## src/rtl/mem_port_arbiter_if.sv

```systemverilog
// mem_port_arbiter_if: fetch, load/store and memory-bus signals of the arbiter.
// slave = arbiter view, master = pipeline/memory environment view.
interface mem_port_arbiter_if #(
  parameter int ADDR_W = 32,
  parameter int DATA_W = 32
);
  logic                  i_req;
  logic [ADDR_W-1:0]     i_addr;
  logic [DATA_W-1:0]     i_rdata;
  logic                  i_valid;
  logic                  i_err;
  logic                  i_stall;

  logic                  d_req;
  logic                  d_we;
  logic [DATA_W/8-1:0]   d_be;
  logic [ADDR_W-1:0]     d_addr;
  logic [DATA_W-1:0]     d_wdata;
  logic [DATA_W-1:0]     d_rdata;
  logic                  d_valid;
  logic                  d_err;
  logic                  d_stall;

  logic                  mem_req;
  logic                  mem_we;
  logic [DATA_W/8-1:0]   mem_be;
  logic [ADDR_W-1:0]     mem_addr;
  logic [DATA_W-1:0]     mem_wdata;
  logic                  mem_gnt;
  logic                  mem_rvalid;
  logic [DATA_W-1:0]     mem_rdata;

  logic                  bus_err;

  modport slave (
    input  i_req, i_addr,
    input  d_req, d_we, d_be, d_addr, d_wdata,
    input  mem_gnt, mem_rvalid, mem_rdata,
    output i_rdata, i_valid, i_err, i_stall,
    output d_rdata, d_valid, d_err, d_stall,
    output mem_req, mem_we, mem_be, mem_addr, mem_wdata,
    output bus_err
  );

  modport master (
    output i_req, i_addr,
    output d_req, d_we, d_be, d_addr, d_wdata,
    output mem_gnt, mem_rvalid, mem_rdata,
    input  i_rdata, i_valid, i_err, i_stall,
    input  d_rdata, d_valid, d_err, d_stall,
    input  mem_req, mem_we, mem_be, mem_addr, mem_wdata,
    input  bus_err
  );
endinterface

```

## src/rtl/mem_port_arbiter.sv

```systemverilog
// mem_port_arbiter: one-at-a-time I/D arbiter for a single-ported memory.
// MEM_ARB_RR_EN selects round-robin on conflict; default is D-side priority.
module mem_port_arbiter #(
  parameter int ADDR_W  = 32,
  parameter int DATA_W  = 32,
  parameter int TIMEOUT = 255
) (
  input logic               clk,
  input logic               rst_n,
  mem_port_arbiter_if.slave bus
);
  localparam int BE_W = DATA_W / 8;
  localparam int CW   = $clog2(TIMEOUT + 1);
  localparam logic [CW-1:0] LAST_CNT = CW'(TIMEOUT - 1);

  typedef enum logic [1:0] {
    S_IDLE,
    S_REQ,
    S_WAIT
  } state_t;

  state_t              r_state;
  logic                r_win_d;
  logic [CW-1:0]       r_cnt;
  logic                r_mem_req;
  logic                r_mem_we;
  logic [BE_W-1:0]     r_mem_be;
  logic [ADDR_W-1:0]   r_mem_addr;
  logic [DATA_W-1:0]   r_mem_wdata;
  logic [DATA_W-1:0]   r_i_rdata;
  logic [DATA_W-1:0]   r_d_rdata;
  logic                r_i_valid;
  logic                r_d_valid;
  logic                r_i_err;
  logic                r_d_err;
  logic                r_bus_err;

  logic                w_i_elig;
  logic                w_d_elig;
  logic                w_grant;
  logic                w_pick_d;
  logic                w_busy;
  logic                w_done;
  logic                w_abort;
  logic                w_end;

  // A requester completing this cycle still holds req; skip it to avoid a re-issue.
  assign w_i_elig = bus.i_req && !r_i_valid;
  assign w_d_elig = bus.d_req && !r_d_valid;
  assign w_grant  = w_i_elig || w_d_elig;

`ifdef MEM_ARB_RR_EN
  logic r_last_d;

  assign w_pick_d = w_d_elig && (!w_i_elig || !r_last_d);

  always_ff @(posedge clk or negedge rst_n) begin
    if (!rst_n) begin
      r_last_d <= 1'b0;
    end else if (r_state == S_IDLE && w_grant) begin
      r_last_d <= w_pick_d;
    end
  end
`else
  assign w_pick_d = w_d_elig;
`endif

  assign w_busy  = (r_state == S_REQ) || (r_state == S_WAIT);
  assign w_done  = (r_state == S_WAIT) && bus.mem_rvalid;
  assign w_abort = w_busy && (r_cnt == LAST_CNT) && !w_done;
  assign w_end   = w_done || w_abort;

  always_ff @(posedge clk or negedge rst_n) begin
    if (!rst_n) begin
      r_state     <= S_IDLE;
      r_win_d     <= 1'b0;
      r_cnt       <= '0;
      r_mem_req   <= 1'b0;
      r_mem_we    <= 1'b0;
      r_mem_be    <= '0;
      r_mem_addr  <= '0;
      r_mem_wdata <= '0;
      r_i_rdata   <= '0;
      r_d_rdata   <= '0;
      r_i_valid   <= 1'b0;
      r_d_valid   <= 1'b0;
      r_i_err     <= 1'b0;
      r_d_err     <= 1'b0;
      r_bus_err   <= 1'b0;
    end else begin
      r_i_valid <= 1'b0;
      r_d_valid <= 1'b0;
      r_i_err   <= 1'b0;
      r_d_err   <= 1'b0;

      unique case (r_state)
        S_IDLE: begin
          if (w_grant) begin
            r_state   <= S_REQ;
            r_win_d   <= w_pick_d;
            r_cnt     <= '0;
            r_mem_req <= 1'b1;
            if (w_pick_d) begin
              r_mem_we    <= bus.d_we;
              r_mem_be    <= bus.d_be;
              r_mem_addr  <= bus.d_addr;
              r_mem_wdata <= bus.d_wdata;
            end else begin
              r_mem_we    <= 1'b0;
              r_mem_be    <= '1;
              r_mem_addr  <= bus.i_addr;
              r_mem_wdata <= '0;
            end
          end
        end
        S_REQ: begin
          if (w_abort) begin
            r_state   <= S_IDLE;
            r_mem_req <= 1'b0;
          end else begin
            r_cnt <= r_cnt + 1'b1;
            if (bus.mem_gnt) begin
              r_state   <= S_WAIT;
              r_mem_req <= 1'b0;
            end
          end
        end
        S_WAIT: begin
          if (w_end) begin
            r_state <= S_IDLE;
          end else begin
            r_cnt <= r_cnt + 1'b1;
          end
        end
        default: begin
          r_state   <= S_IDLE;
          r_mem_req <= 1'b0;
        end
      endcase

      // Completion or abort: pulse the winner, load read data (0 on abort).
      if (w_end) begin
        if (w_abort) begin
          r_bus_err <= 1'b1;
        end
        if (r_win_d) begin
          r_d_valid <= 1'b1;
          r_d_err   <= w_abort;
          if (!r_mem_we) begin
            r_d_rdata <= w_done ? bus.mem_rdata : '0;
          end
        end else begin
          r_i_valid <= 1'b1;
          r_i_err   <= w_abort;
          r_i_rdata <= w_done ? bus.mem_rdata : '0;
        end
      end
    end
  end

  assign bus.i_rdata   = r_i_rdata;
  assign bus.i_valid   = r_i_valid;
  assign bus.i_err     = r_i_err;
  assign bus.i_stall   = bus.i_req && !r_i_valid;
  assign bus.d_rdata   = r_d_rdata;
  assign bus.d_valid   = r_d_valid;
  assign bus.d_err     = r_d_err;
  assign bus.d_stall   = bus.d_req && !r_d_valid;
  assign bus.mem_req   = r_mem_req;
  assign bus.mem_we    = r_mem_we;
  assign bus.mem_be    = r_mem_be;
  assign bus.mem_addr  = r_mem_addr;
  assign bus.mem_wdata = r_mem_wdata;
  assign bus.bus_err   = r_bus_err;
endmodule
```

## src/flat_wrapper.sv

```systemverilog
// flat-port wrapper written by rule: the top's interface ports become plain ports
module mem_port_arbiter_flat 
#(
  parameter int ADDR_W  = 32,
  parameter int DATA_W  = 32,
  parameter int TIMEOUT = 255
)
  (clk, rst_n, bus_i_req, bus_i_addr, bus_d_req, bus_d_we, bus_d_be, bus_d_addr, bus_d_wdata, bus_mem_gnt, bus_mem_rvalid, bus_mem_rdata, bus_i_rdata, bus_i_valid, bus_i_err, bus_i_stall, bus_d_rdata, bus_d_valid, bus_d_err, bus_d_stall, bus_mem_req, bus_mem_we, bus_mem_be, bus_mem_addr, bus_mem_wdata, bus_bus_err);
  mem_port_arbiter_if #(.ADDR_W(ADDR_W), .DATA_W(DATA_W)) bus_i ();
  input logic clk;
  input logic rst_n;
  input wire logic [$bits(bus_i.i_req)-1:0] bus_i_req;
  input wire logic [$bits(bus_i.i_addr)-1:0] bus_i_addr;
  input wire logic [$bits(bus_i.d_req)-1:0] bus_d_req;
  input wire logic [$bits(bus_i.d_we)-1:0] bus_d_we;
  input wire logic [$bits(bus_i.d_be)-1:0] bus_d_be;
  input wire logic [$bits(bus_i.d_addr)-1:0] bus_d_addr;
  input wire logic [$bits(bus_i.d_wdata)-1:0] bus_d_wdata;
  input wire logic [$bits(bus_i.mem_gnt)-1:0] bus_mem_gnt;
  input wire logic [$bits(bus_i.mem_rvalid)-1:0] bus_mem_rvalid;
  input wire logic [$bits(bus_i.mem_rdata)-1:0] bus_mem_rdata;
  output wire logic [$bits(bus_i.i_rdata)-1:0] bus_i_rdata;
  output wire logic [$bits(bus_i.i_valid)-1:0] bus_i_valid;
  output wire logic [$bits(bus_i.i_err)-1:0] bus_i_err;
  output wire logic [$bits(bus_i.i_stall)-1:0] bus_i_stall;
  output wire logic [$bits(bus_i.d_rdata)-1:0] bus_d_rdata;
  output wire logic [$bits(bus_i.d_valid)-1:0] bus_d_valid;
  output wire logic [$bits(bus_i.d_err)-1:0] bus_d_err;
  output wire logic [$bits(bus_i.d_stall)-1:0] bus_d_stall;
  output wire logic [$bits(bus_i.mem_req)-1:0] bus_mem_req;
  output wire logic [$bits(bus_i.mem_we)-1:0] bus_mem_we;
  output wire logic [$bits(bus_i.mem_be)-1:0] bus_mem_be;
  output wire logic [$bits(bus_i.mem_addr)-1:0] bus_mem_addr;
  output wire logic [$bits(bus_i.mem_wdata)-1:0] bus_mem_wdata;
  output wire logic [$bits(bus_i.bus_err)-1:0] bus_bus_err;
  assign bus_i.i_req = bus_i_req;
  assign bus_i.i_addr = bus_i_addr;
  assign bus_i.d_req = bus_d_req;
  assign bus_i.d_we = bus_d_we;
  assign bus_i.d_be = bus_d_be;
  assign bus_i.d_addr = bus_d_addr;
  assign bus_i.d_wdata = bus_d_wdata;
  assign bus_i.mem_gnt = bus_mem_gnt;
  assign bus_i.mem_rvalid = bus_mem_rvalid;
  assign bus_i.mem_rdata = bus_mem_rdata;
  assign bus_i_rdata = bus_i.i_rdata;
  assign bus_i_valid = bus_i.i_valid;
  assign bus_i_err = bus_i.i_err;
  assign bus_i_stall = bus_i.i_stall;
  assign bus_d_rdata = bus_i.d_rdata;
  assign bus_d_valid = bus_i.d_valid;
  assign bus_d_err = bus_i.d_err;
  assign bus_d_stall = bus_i.d_stall;
  assign bus_mem_req = bus_i.mem_req;
  assign bus_mem_we = bus_i.mem_we;
  assign bus_mem_be = bus_i.mem_be;
  assign bus_mem_addr = bus_i.mem_addr;
  assign bus_mem_wdata = bus_i.mem_wdata;
  assign bus_bus_err = bus_i.bus_err;
  mem_port_arbiter #(.ADDR_W(ADDR_W), .DATA_W(DATA_W), .TIMEOUT(TIMEOUT)) u_core (.clk(clk), .rst_n(rst_n), .bus(bus_i));
endmodule
```

## config.mk

```make
export PLATFORM = sky130hd
export DESIGN_NAME = mem_port_arbiter_flat
export DESIGN_NICKNAME = d
export VERILOG_FILES = /design/src/rtl/mem_port_arbiter_if.sv /design/src/rtl/mem_port_arbiter.sv /design/src/flat_wrapper.sv
export SDC_FILE = /design/constraint.sdc
export NUM_CORES = 1
export LEC_CHECK = 0
export ABC_CLOCK_PERIOD_IN_PS = 3130
export CORE_ASPECT_RATIO = 0.5
export CORE_MARGIN = 5
export CORE_UTILIZATION = 42
export CTS_BUF_LIST = sky130_fd_sc_hd__clkbuf_16
export DETAILED_ROUTE_END_ITERATION = 8
export PLACE_DENSITY = 0.8
export SLEW_MARGIN = 15
export SYNTH_ARGS = -nofsm -noshare
export SYNTH_HDL_FRONTEND = slang
export SYNTH_SLANG_ARGS = --single-unit
```

## constraint.sdc

```tcl
create_clock -name clk -period 3.13 [get_ports clk]
set_input_delay 0.626 -clock clk [delete_from_list [all_inputs] [get_ports clk]]
set_output_delay 0.626 -clock clk [all_outputs]
set_load 0.05 [all_outputs]
```

# [Yosys cells after proc, flatten, opt, wreduce, memory -nomap -nowiden]
# Cells that the tools add are included.
[classes] n_eq_ne=8 n_mux=26 n_reduce_logical=20 n_bitwise=3 addsub=1
[ops] operator="$mux 32" count=3
[ops] operator="$mux 8" count=3
[ops] operator="$pmux 8 s3" count=1
[ops] operator="$mux 1" count=12
[ops] operator="$reduce_and 3->1" count=3
[ops] operator="$add 8x1->8 const B" count=1
[ops] operator="$eq 8x8->1 const B" count=1
[ops] operator="$mux 2" count=4
[ops] operator="$pmux 2 s3" count=1
[ops] operator="$reduce_and 2->1" count=3
[ops] operator="$logic_and 1x1->1" count=5
[ops] operator="$mux 4" count=1
[ops] operator="$ne 2x1->1 const B" count=2
[ops] operator="$ne 2x2->1 const B" count=2
[ops] operator="$reduce_and 4->1" count=1
[ops] operator="$logic_not 1->1" count=3
[ops] operator="$logic_or 1x1->1" count=3
[ops] operator="$ne 3x2->1 const B" count=1
[ops] operator="$not 1->1" count=3
[ops] operator="$pmux 1 s3" count=1
[ops] operator="$reduce_bool 3->1" count=1
[ops] operator="$eq 2x1->1 const B" count=1
[ops] operator="$eq 2x2->1 const B" count=1
[ops] operator="$logic_not 2->1" count=1
[word_totals] in_bits=139 ff_bits=150 elab_cells=73

# [Depth between registers and ports, before layout]
# Gate-level depths: netlist (run 1).
[logic_depth] word_depth=7 depth_mapped=9

# [Least setup slack after synthesis (run 1)]
# OpenSTA, ideal clock, no wires.
[synth_path] path_kind="flip-flop to output port" start="register u_core.r_d_valid (netlist: u_core.bus.d_valid)" end="output port bus_d_stall" path_stages_with_launch=5 setup_slack_ps=844 arrival_ps=1660 path_cell_list="dfrtp_1 nand2b_1 buf_2 clkinv_1 clkbuf_1"
[synth_via] elab_chain_len=2
[synth_lines] item="from (decl)" line="mem_port_arbiter.sv:33" text="logic r_d_valid;"
[synth_lines] item="from (signal assigned)" line="mem_port_arbiter.sv:86" text="r_d_valid <= 1'b0;"
[synth_lines] item="from (signal assigned)" line="mem_port_arbiter.sv:92" text="r_d_valid <= 1'b0;"
[synth_lines] item="from (signal assigned)" line="mem_port_arbiter.sv:147" text="r_d_valid <= 1'b1;"
[synth_lines] item="$logic_not 1->1" line="mem_port_arbiter.sv:168" text="assign bus.d_stall = bus.d_req && !r_d_valid;"
[synth_lines] item="$logic_and 1x1->1" line="mem_port_arbiter.sv:168"
[synth_lines] item="to (decl)" line="flat_wrapper.sv:29" text="output wire logic [$bits(bus_i.d_stall)-1:0] bus_d_stall;"
# Every way passes these cells.

# [Final worst setup path (run 1)]
[layout_path] start="register u_core.r_state[0]" end="register u_core.r_d_rdata[10] (netlist: u_core.bus.d_rdata[10])"
[layout_via] elab_chain_len=6 word_cells_on_any_way=10
[layout_lines] item="from (decl)" line="mem_port_arbiter.sv:22" text="state_t r_state;"
[layout_lines] item="from (signal assigned)" line="mem_port_arbiter.sv:75" text="r_state <= S_IDLE;"
[layout_lines] item="from (signal assigned)" line="mem_port_arbiter.sv:99" text="r_state <= S_REQ;"
[layout_lines] item="from (signal assigned)" line="mem_port_arbiter.sv:118" text="r_state <= S_IDLE;"
[layout_lines] item="$eq 2x1->1 or $eq 2x2->1 (tied branches)" line="mem_port_arbiter.sv:68, mem_port_arbiter.sv:69"
[layout_lines] item="$logic_or 1x1->1 or $logic_and 1x1->1 (tied branches)" line="mem_port_arbiter.sv:68, mem_port_arbiter.sv:69"
[layout_lines] item="$logic_and 1x1->1 or $logic_not 1->1 (tied branches)" line="mem_port_arbiter.sv:70" text="assign w_abort = w_busy && (r_cnt == LAST_CNT) && !w_done;"
[layout_lines] item="$logic_and 1x1->1" line="mem_port_arbiter.sv:70"
[layout_lines] item="$logic_or 1x1->1" line="mem_port_arbiter.sv:71" text="assign w_end = w_done || w_abort;"
[layout_lines] item="$reduce_and 3->1 (no line)"
[layout_lines] item="to (signal assigned)" line="mem_port_arbiter.sv:150" text="r_d_rdata <= w_done ? bus.mem_rdata : '0;"
[layout_lines] item="to (decl)" line="mem_port_arbiter.sv:31" text="logic [DATA_W-1:0] r_d_rdata;"
# Parallel ways exist; a longest one is shown, timed or not.
# A chain may end at the register's enable or synchronous reset.

==> results of run 1 <==
-- metrics by stage --
stage	instances	hold slack (ns)	power, mW	util	cell area [sq um]
3_5_place_dp	987	0.4582	9.031	0.6355	9318
2_1_floorplan	535	0.3304	6.917	-	6361
4_1_cts	1019	0.2354	11.09	0.6752	9899
3_3_place_gp	987	0.4562	8.918	0.6355	9318
6_report	1019	0.2017	11.00	0.6752	9899
5_1_grt	1019	0.2568	11.53	0.6752	9899
-- where the power goes --
group / total, mW / internal, mW / switching (mW)
Combinational: 5.88 / 2.09 / 3.79
Sequential: 3.10 / 2.67 / 0.431
Clock: 2.02 / 1.13 / 0.889
-- worst min-delay path by stage --
| stage | end | slack, ns |
|---|---|---|
| global placement | u_core.bus.bus_err | 0.46 |
| detailed placement | u_core.bus.bus_err | 0.46 |
| CTS | u_core.bus.i_rdata[25] | 0.24 |
| finish | u_core.bus.bus_err | 0.20 |
| floorplan | u_core.bus.bus_err | 0.33 |
| global route | u_core.bus.bus_err | 0.26 |
-- worst max-delay path: stages, from the launching register on --
cell and delay, ns:
dfrtp_1 0.38, inv_1 0.09, ha_1 0.48, and4_1 0.29, a21oi_2 0.07, or3b_2 0.43
buf_4 0.31, mux2_4 0.37
-- state kept, by name, summed over array words and instances, names as in the netlist --
| signal | cells |
|---|---|
| u_core.bus.d_err | 1 |
| u_core.r_cnt | 8 |
| u_core.bus.bus_err | 1 |
| u_core.r_win_d | 1 |
| u_core.bus.mem_req | 1 |
| u_core.bus.d_valid | 1 |
| u_core.r_state | 2 |
| u_core.bus.mem_wdata | 32 |
| u_core.bus.i_rdata | 32 |
| u_core.bus.d_rdata | 32 |
| u_core.bus.mem_we | 1 |
| u_core.bus.mem_be | 4 |
| u_core.bus.i_valid | 1 |
| u_core.bus.i_err | 1 |
| u_core.bus.mem_addr | 32 |
-- layout make-up --
cell class | count | area, sq um | share of cell area
Sequential cell | 150 | 3754 | 0.3792
Multi-Input combinational cell | 334 | 2374 | 0.2398
Timing Repair Buffer | 294 | 2902 | 0.2931
Clock inverter | 15 | 156.4 | 0.01580
Tap cell | 198 | 247.7 | 0.02503
Clock buffer | 17 | 425.4 | 0.04297
Inverter | 11 | 41.29 | 0.004171
-- synthesized netlist by cell type --
master / number
dfrtp_1: 150
o22a_1: 4
a211o_1: 1
nand3_1: 5
and2_1: 1
o211ai_1: 7
mux2_4: 30
clkinv_1: 1
a21oi_1: 1
buf_6: 1
buf_12: 3
nand2b_1: 3
inv_1: 10
mux2i_1: 2
o221a_2: 1
or2_2: 2
or3b_1: 1
a32o_1: 2
clkbuf_1: 29
o221ai_1: 1
and4_4: 1
a31oi_1: 35
buf_1: 2
or2b_1: 1
nor3_1: 2
mux2_2: 4
a22o_1: 65
o2111ai_1: 2
buf_2: 5
a21oi_2: 1
o2bb2ai_1: 2
o21ai_1: 1
and4_1: 1
o31ai_1: 1
o21a_1: 1
nand4_1: 2
nor2b_1: 2
nor2_1: 38
nand2_1: 71
and3_1: 33
o21ai_0: 4
ha_1: 6
-- layer usage --
layer	up-vias	track usage	part of all wire
met4	0	0.07439	0.025
met1	2660	0.2737	0.41
li1	2482	-	-
met2	159	0.3753	0.52
met3	36	0.04685	0.047
met5	-	0	0
-- kinds of logic (layout without fill, tap and decap cells) --
logic type	count (synthesis)	count (layout)
and+or+nand+nor	163	163
DFF	150	150
AOI/OAI and AO/OA	129	129
buffers and inverters	51	337
muxes	36	36
adders and majority gates	6	6
==> impl_metrics.tcl, run 1 <==
set metrics [dict create \
    status "finished clean" \
    postCtsSetupBuffers 0 \
    drt_pass1_iterations 6 \
    crit_path_max_fanout 32 \
    synthCells 535 \
    cp.arrival_ns 2.85 \
    wire_per_inst_um 18.92 \
    required_ns 3.42 \
    setup_tns_ns 0 \
    path_clk_slew_ns 0.06 \
    place.gp.congestion 0.8123 \
    drive_gt1_frac 0.1145 \
    final_cell_mix "clkdlybuf4s50_1, dfrtp_1, nand2_1" \
    synthSimpleGateAreaFrac 0.1178 \
    core_sq_mm 0.01466 \
    synth_compound_area_frac 0.1593 \
    path_class "flop to flop" \
    rows 31 \
    worstRegToRegCells 7 \
    cts.path.max_buffers 2 \
    hpwl_mm 14.03 \
    io_pins 280 \
    setup_ws_ns 0.5749 \
    power.density_mw_per_mm2 1111 \
    num-fill-cells 1109 \
    ys_ff_latch 150 \
    antenna_cells 0 \
    grt_pass1_wl_mm 31.40 \
    r2r-end "u_core.bus.d_rdata[10]" \
    grt_antenna_before_repair 0 \
    synth.area.mux_share 0.08104 \
    worst_pin_slew_ns 0.7495 \
    drv_slew 0 \
    seq_area_frac_synth 0.5901 \
    ant_nets 0 \
    synth_fp_nets 680 \
    viasPerCell 5.237 \
    die_x_um 184.0 \
    drt-initial-drc-count 297 \
    cts_resized 0 \
    drt_wl_total_mm 19.28 \
    finalNetCount 953 \
    p_leak_nw 4.495 \
    cts_sinks 150 \
    cp-end-kind "flop" \
    reg2reg_slack_ns 0.57 \
    setup-violations-final 0 \
    r2r-start "u_core.r_state[0]" \
    max_freq_ghz 0.3914 \
    syn_to_final_growth_pct 55.63 \
    cts_tree "done" \
    route.vias.total 5337 \
    hp-class "primary input to async pin" \
    synthDistinctLibCells 42 \
    final_hold_viol_count 0 \
    cts_buffers 17 \
    grt_pass1_vias 5615 \
    die_area_sq_mm 0.01786 \
    cp-endpoint "u_core.bus.d_rdata[10]" \
    min_period_ns 2.555 \
    slew_headroom 0.5003 \
    synth_top_family_by_area "compound AO/OA/AOI/OAI gates" \
    worstSetupStartpoint "u_core.r_state[0]" \
    synth_area_leaders "dfrtp_1, a22o_1, mux2_4" \
    yosysTopAreaCell "dfrtp_1" \
    cts_hold_buf 0 \
    synthAdderAreaFrac 0.01180 \
    rsz0062_at_grt "no" \
    period_share 0.8163 \
    drt_drc_violations_left 0 \
    io_buffers 279 \
    insertion_delay_ns 0.41 \
    synth.top_cell.area_share 0.5901 \
    grt_use_total 0.2184 \
    crit_path_start_kind "flop" \
    grt_max_degree 73 \
    die_h_um 97.02 \
    synth_xor_xnor_area_share 0 \
    place_ws_ns 0.5516 \
    irDropWorstVdd_v 0.0004983 \
    grt.overflow.total 0 \
    fin_skew_ns 0.01288 \
    ctsHtreeMaxLevel 4 \
    start_util 0.4339 \
    final_common_cell "clkdlybuf4s50_1" \
    netlist_area_sq_mm 0.006361 \
    maxCapViolCount 0 \
    root_buffer "clkbuf_16" \
    synth_warnings 0 \
    synth_area_per_cell_sq_um 11.89 \
]
Note: power is estimated with default switching activity, not from simulation.
==> inputs of run 2 (changes only) <==
--- a/config.mk
+++ b/config.mk
@@ -5,13 +5,13 @@
 export SDC_FILE = /design/constraint.sdc
 export NUM_CORES = 1
 export LEC_CHECK = 0
-export ABC_CLOCK_PERIOD_IN_PS = 3130
+export ABC_CLOCK_PERIOD_IN_PS = 2190
 export CORE_ASPECT_RATIO = 0.5
 export CORE_MARGIN = 5
-export CORE_UTILIZATION = 42
+export CORE_UTILIZATION = 38
 export CTS_BUF_LIST = sky130_fd_sc_hd__clkbuf_16
 export DETAILED_ROUTE_END_ITERATION = 8
-export PLACE_DENSITY = 0.8
+export PLACE_DENSITY = 0.77
 export SLEW_MARGIN = 15
 export SYNTH_ARGS = -nofsm -noshare
 export SYNTH_HDL_FRONTEND = slang
==> constraint.sdc (replaced) <==
create_clock -name clk -period 2.19 [get_ports clk]
set_input_delay 0.438 -clock clk [delete_from_list [all_inputs] [get_ports clk]]
set_output_delay 0.438 -clock clk [all_outputs]
set_load 0.05 [all_outputs]
==> impl_metrics.tcl, run 2 (same netlist as run 1, synthesis figures left out) <==
set metrics [dict create \
    die_area_sq_mm 0.01958 \
    grt_pass1_vias 5543 \
    min_to "u_core.bus.bus_err" \
    cts_tree "done" \
    final_common_cell "clkdlybuf4s50_1" \
    hold_ws_ns 0.4830 \
    cp.arrival_ns 2.38 \
    routed.top_layer "met4" \
    ctsHtreeMaxLevel 4 \
    grt_use_total 0.1941 \
    drv_slew 0 \
    r2r-start "u_core.r_state[0]" \
    drt_drc_violations_left 0 \
    core_sq_mm 0.01639 \
    root_buffer "clkbuf_16" \
    worst_pin_slew_ns 0.5553 \
    final_cell_mix "clkdlybuf4s50_1, dfrtp_1, nand2_1" \
    required_ns 2.49 \
    crit_path_max_fanout 16 \
    critPathTopFamily "simple AND/OR/NAND/NOR gates" \
    grt_antenna_before_repair 0 \
    status "finished clean" \
    syn_to_final_growth_pct 59.56 \
    reg2reg_slack_ns 0.11 \
    cts_buffers 17 \
    r2r-end "u_core.bus.d_rdata[5]" \
    holdPathStages 1 \
    grt_pass1_wl_mm 30.44 \
    drt_pass1_iterations 5 \
    antenna_cells 0 \
    max_freq_ghz 0.4797 \
    wire_per_inst_um 18.28 \
    drive_gt1_frac 0.1250 \
    grt_max_degree 69 \
    hpwl_mm 13.90 \
    crit_path_start_kind "flop" \
    io_buffers 279 \
    num-fill-cells 1311 \
    cts_sinks 150 \
    hp-class "flop to flop" \
    finalNetCount 964 \
    fin_skew_ns 0.01243 \
    dr_wl_met2_mm 9.761 \
    route.vias.total 5335 \
    die_x_um 193.0 \
    cpMaxStageDelayCell "or3b_4" \
    insertion_delay_ns 0.41 \
    dr_wl_met3_um 989 \
    io_pins 280 \
    start_util 0.3881 \
    setup-violations-final 0 \
    p_leak_nw 4.599 \
    irDropWorstVdd_v 0.0008242 \
    cp-end-kind "flop" \
    rows 33 \
    utilization 0.6192 \
    worstRegToRegCells 7 \
    grt.overflow.total 0 \
    drt_wl_total_mm 19.36 \
    path_cells "inv_1 -> ha_1 -> and4_1 -> a21oi_2 -> or3b_4 -> clkbuf_16 -> mux2_4" \
    power.density_mw_per_mm2 1564 \
    drt-initial-drc-count 283 \
    final_hold_viol_count 0 \
    rsz0062_at_grt "no" \
    path_clk_slew_ns 0.07 \
    maxCapViolCount 0 \
    place.gp.congestion 0.8494 \
    slew_headroom 0.6287 \
    slowest_delay_ns 0.41 \
    wirelength_met1_mm 8.295 \
    min_period_ns 2.085 \
    cts.path.max_buffers 2 \
    min-delay-start "u_core.bus.bus_err" \
    period_share 0.9519 \
    viasPerCell 5.038 \
    ant_nets 0 \
    path_class "flop to flop" \
    critPathBufInv 2 \
    die_h_um 101.5 \
]
run 2: area by class of cell:
type	count	area, sq um	area share
clock buffer	17	425.4	0.04191
sequential	150	3754	0.3698
inverter	11	41.29	0.004068
multi-input combinational	334	2376	0.2341
clock inverter	15	140.1	0.01381
tap	227	284.0	0.02798
timing repair buffer	305	3129	0.3083
run 2: worst register-to-register path, delay by kind of cell, from the launching register on:
family,cells,cell delay [ns]
and+or+nand+nor,2,0.65
muxes,1,0.31
DFF,1,0.35
adders and majority gates,1,0.30
AOI/OAI and AO/OA,1,0.07
buffers and inverters,2,0.30
run 2: worst max path at each step:
stage                  startpoint  cells past startpoint                      to
6_report        u_core.r_state[0]                      7   u_core.bus.d_rdata[5]
5_1_grt         u_core.r_state[0]                      7   u_core.bus.d_rdata[5]
4_1_cts         u_core.r_state[0]                      7   u_core.bus.d_rdata[2]
3_5_place_dp       bus_mem_rvalid                      6   u_core.bus.d_rdata[2]
3_3_place_gp       bus_mem_rvalid                      6  u_core.bus.d_rdata[18]
2_1_floorplan  u_core.bus.d_valid                      4             bus_d_stall
run 2: what timing repair did:
action,4_1_cts,5_1_grt
endpoints found under the setup margin,0,32
gates resized for setup,0,1
endpoints found under the hold margin,48,0
hold buffers,1,0
setup buffers,0,0
run 2: metal layers:
layer,global-route usage,vias to the layer above
li1,-,2507
met1,0.2500,2623
met2,0.3375,176
met3,0.03685,29
met4,0.05818,0
met5,0,-
run 2: through the flow:
stage / instances / setup slack, ns / cell area, sq um / power [mW] / TNS [ns]
floorplan: 535 / 0.09188 / 6361 / 9.885 / 0
global placement: 1025 / -0.06765 / 9547 / 12.93 / -2.056
detailed placement: 1025 / -0.08026 / 9547 / 13.10 / -2.206
CTS: 1058 / 0.03481 / 10120 / 15.99 / 0
global route: 1059 / 0.04688 / 10150 / 16.62 / 0
finish: 1059 / 0.1053 / 10150 / 15.87 / 0
run 2: power breakdown:
group / switching [mW] / total, mW / leakage (nW) / internal (mW)
combinational: 5.47 / 8.63 / 2.43 / 3.16
clock: 1.32 / 2.83 / 0.279 / 1.51
sequential: 0.599 / 4.41 / 1.90 / 3.81
total: 7.39 / 15.9 / 4.60 / 8.48
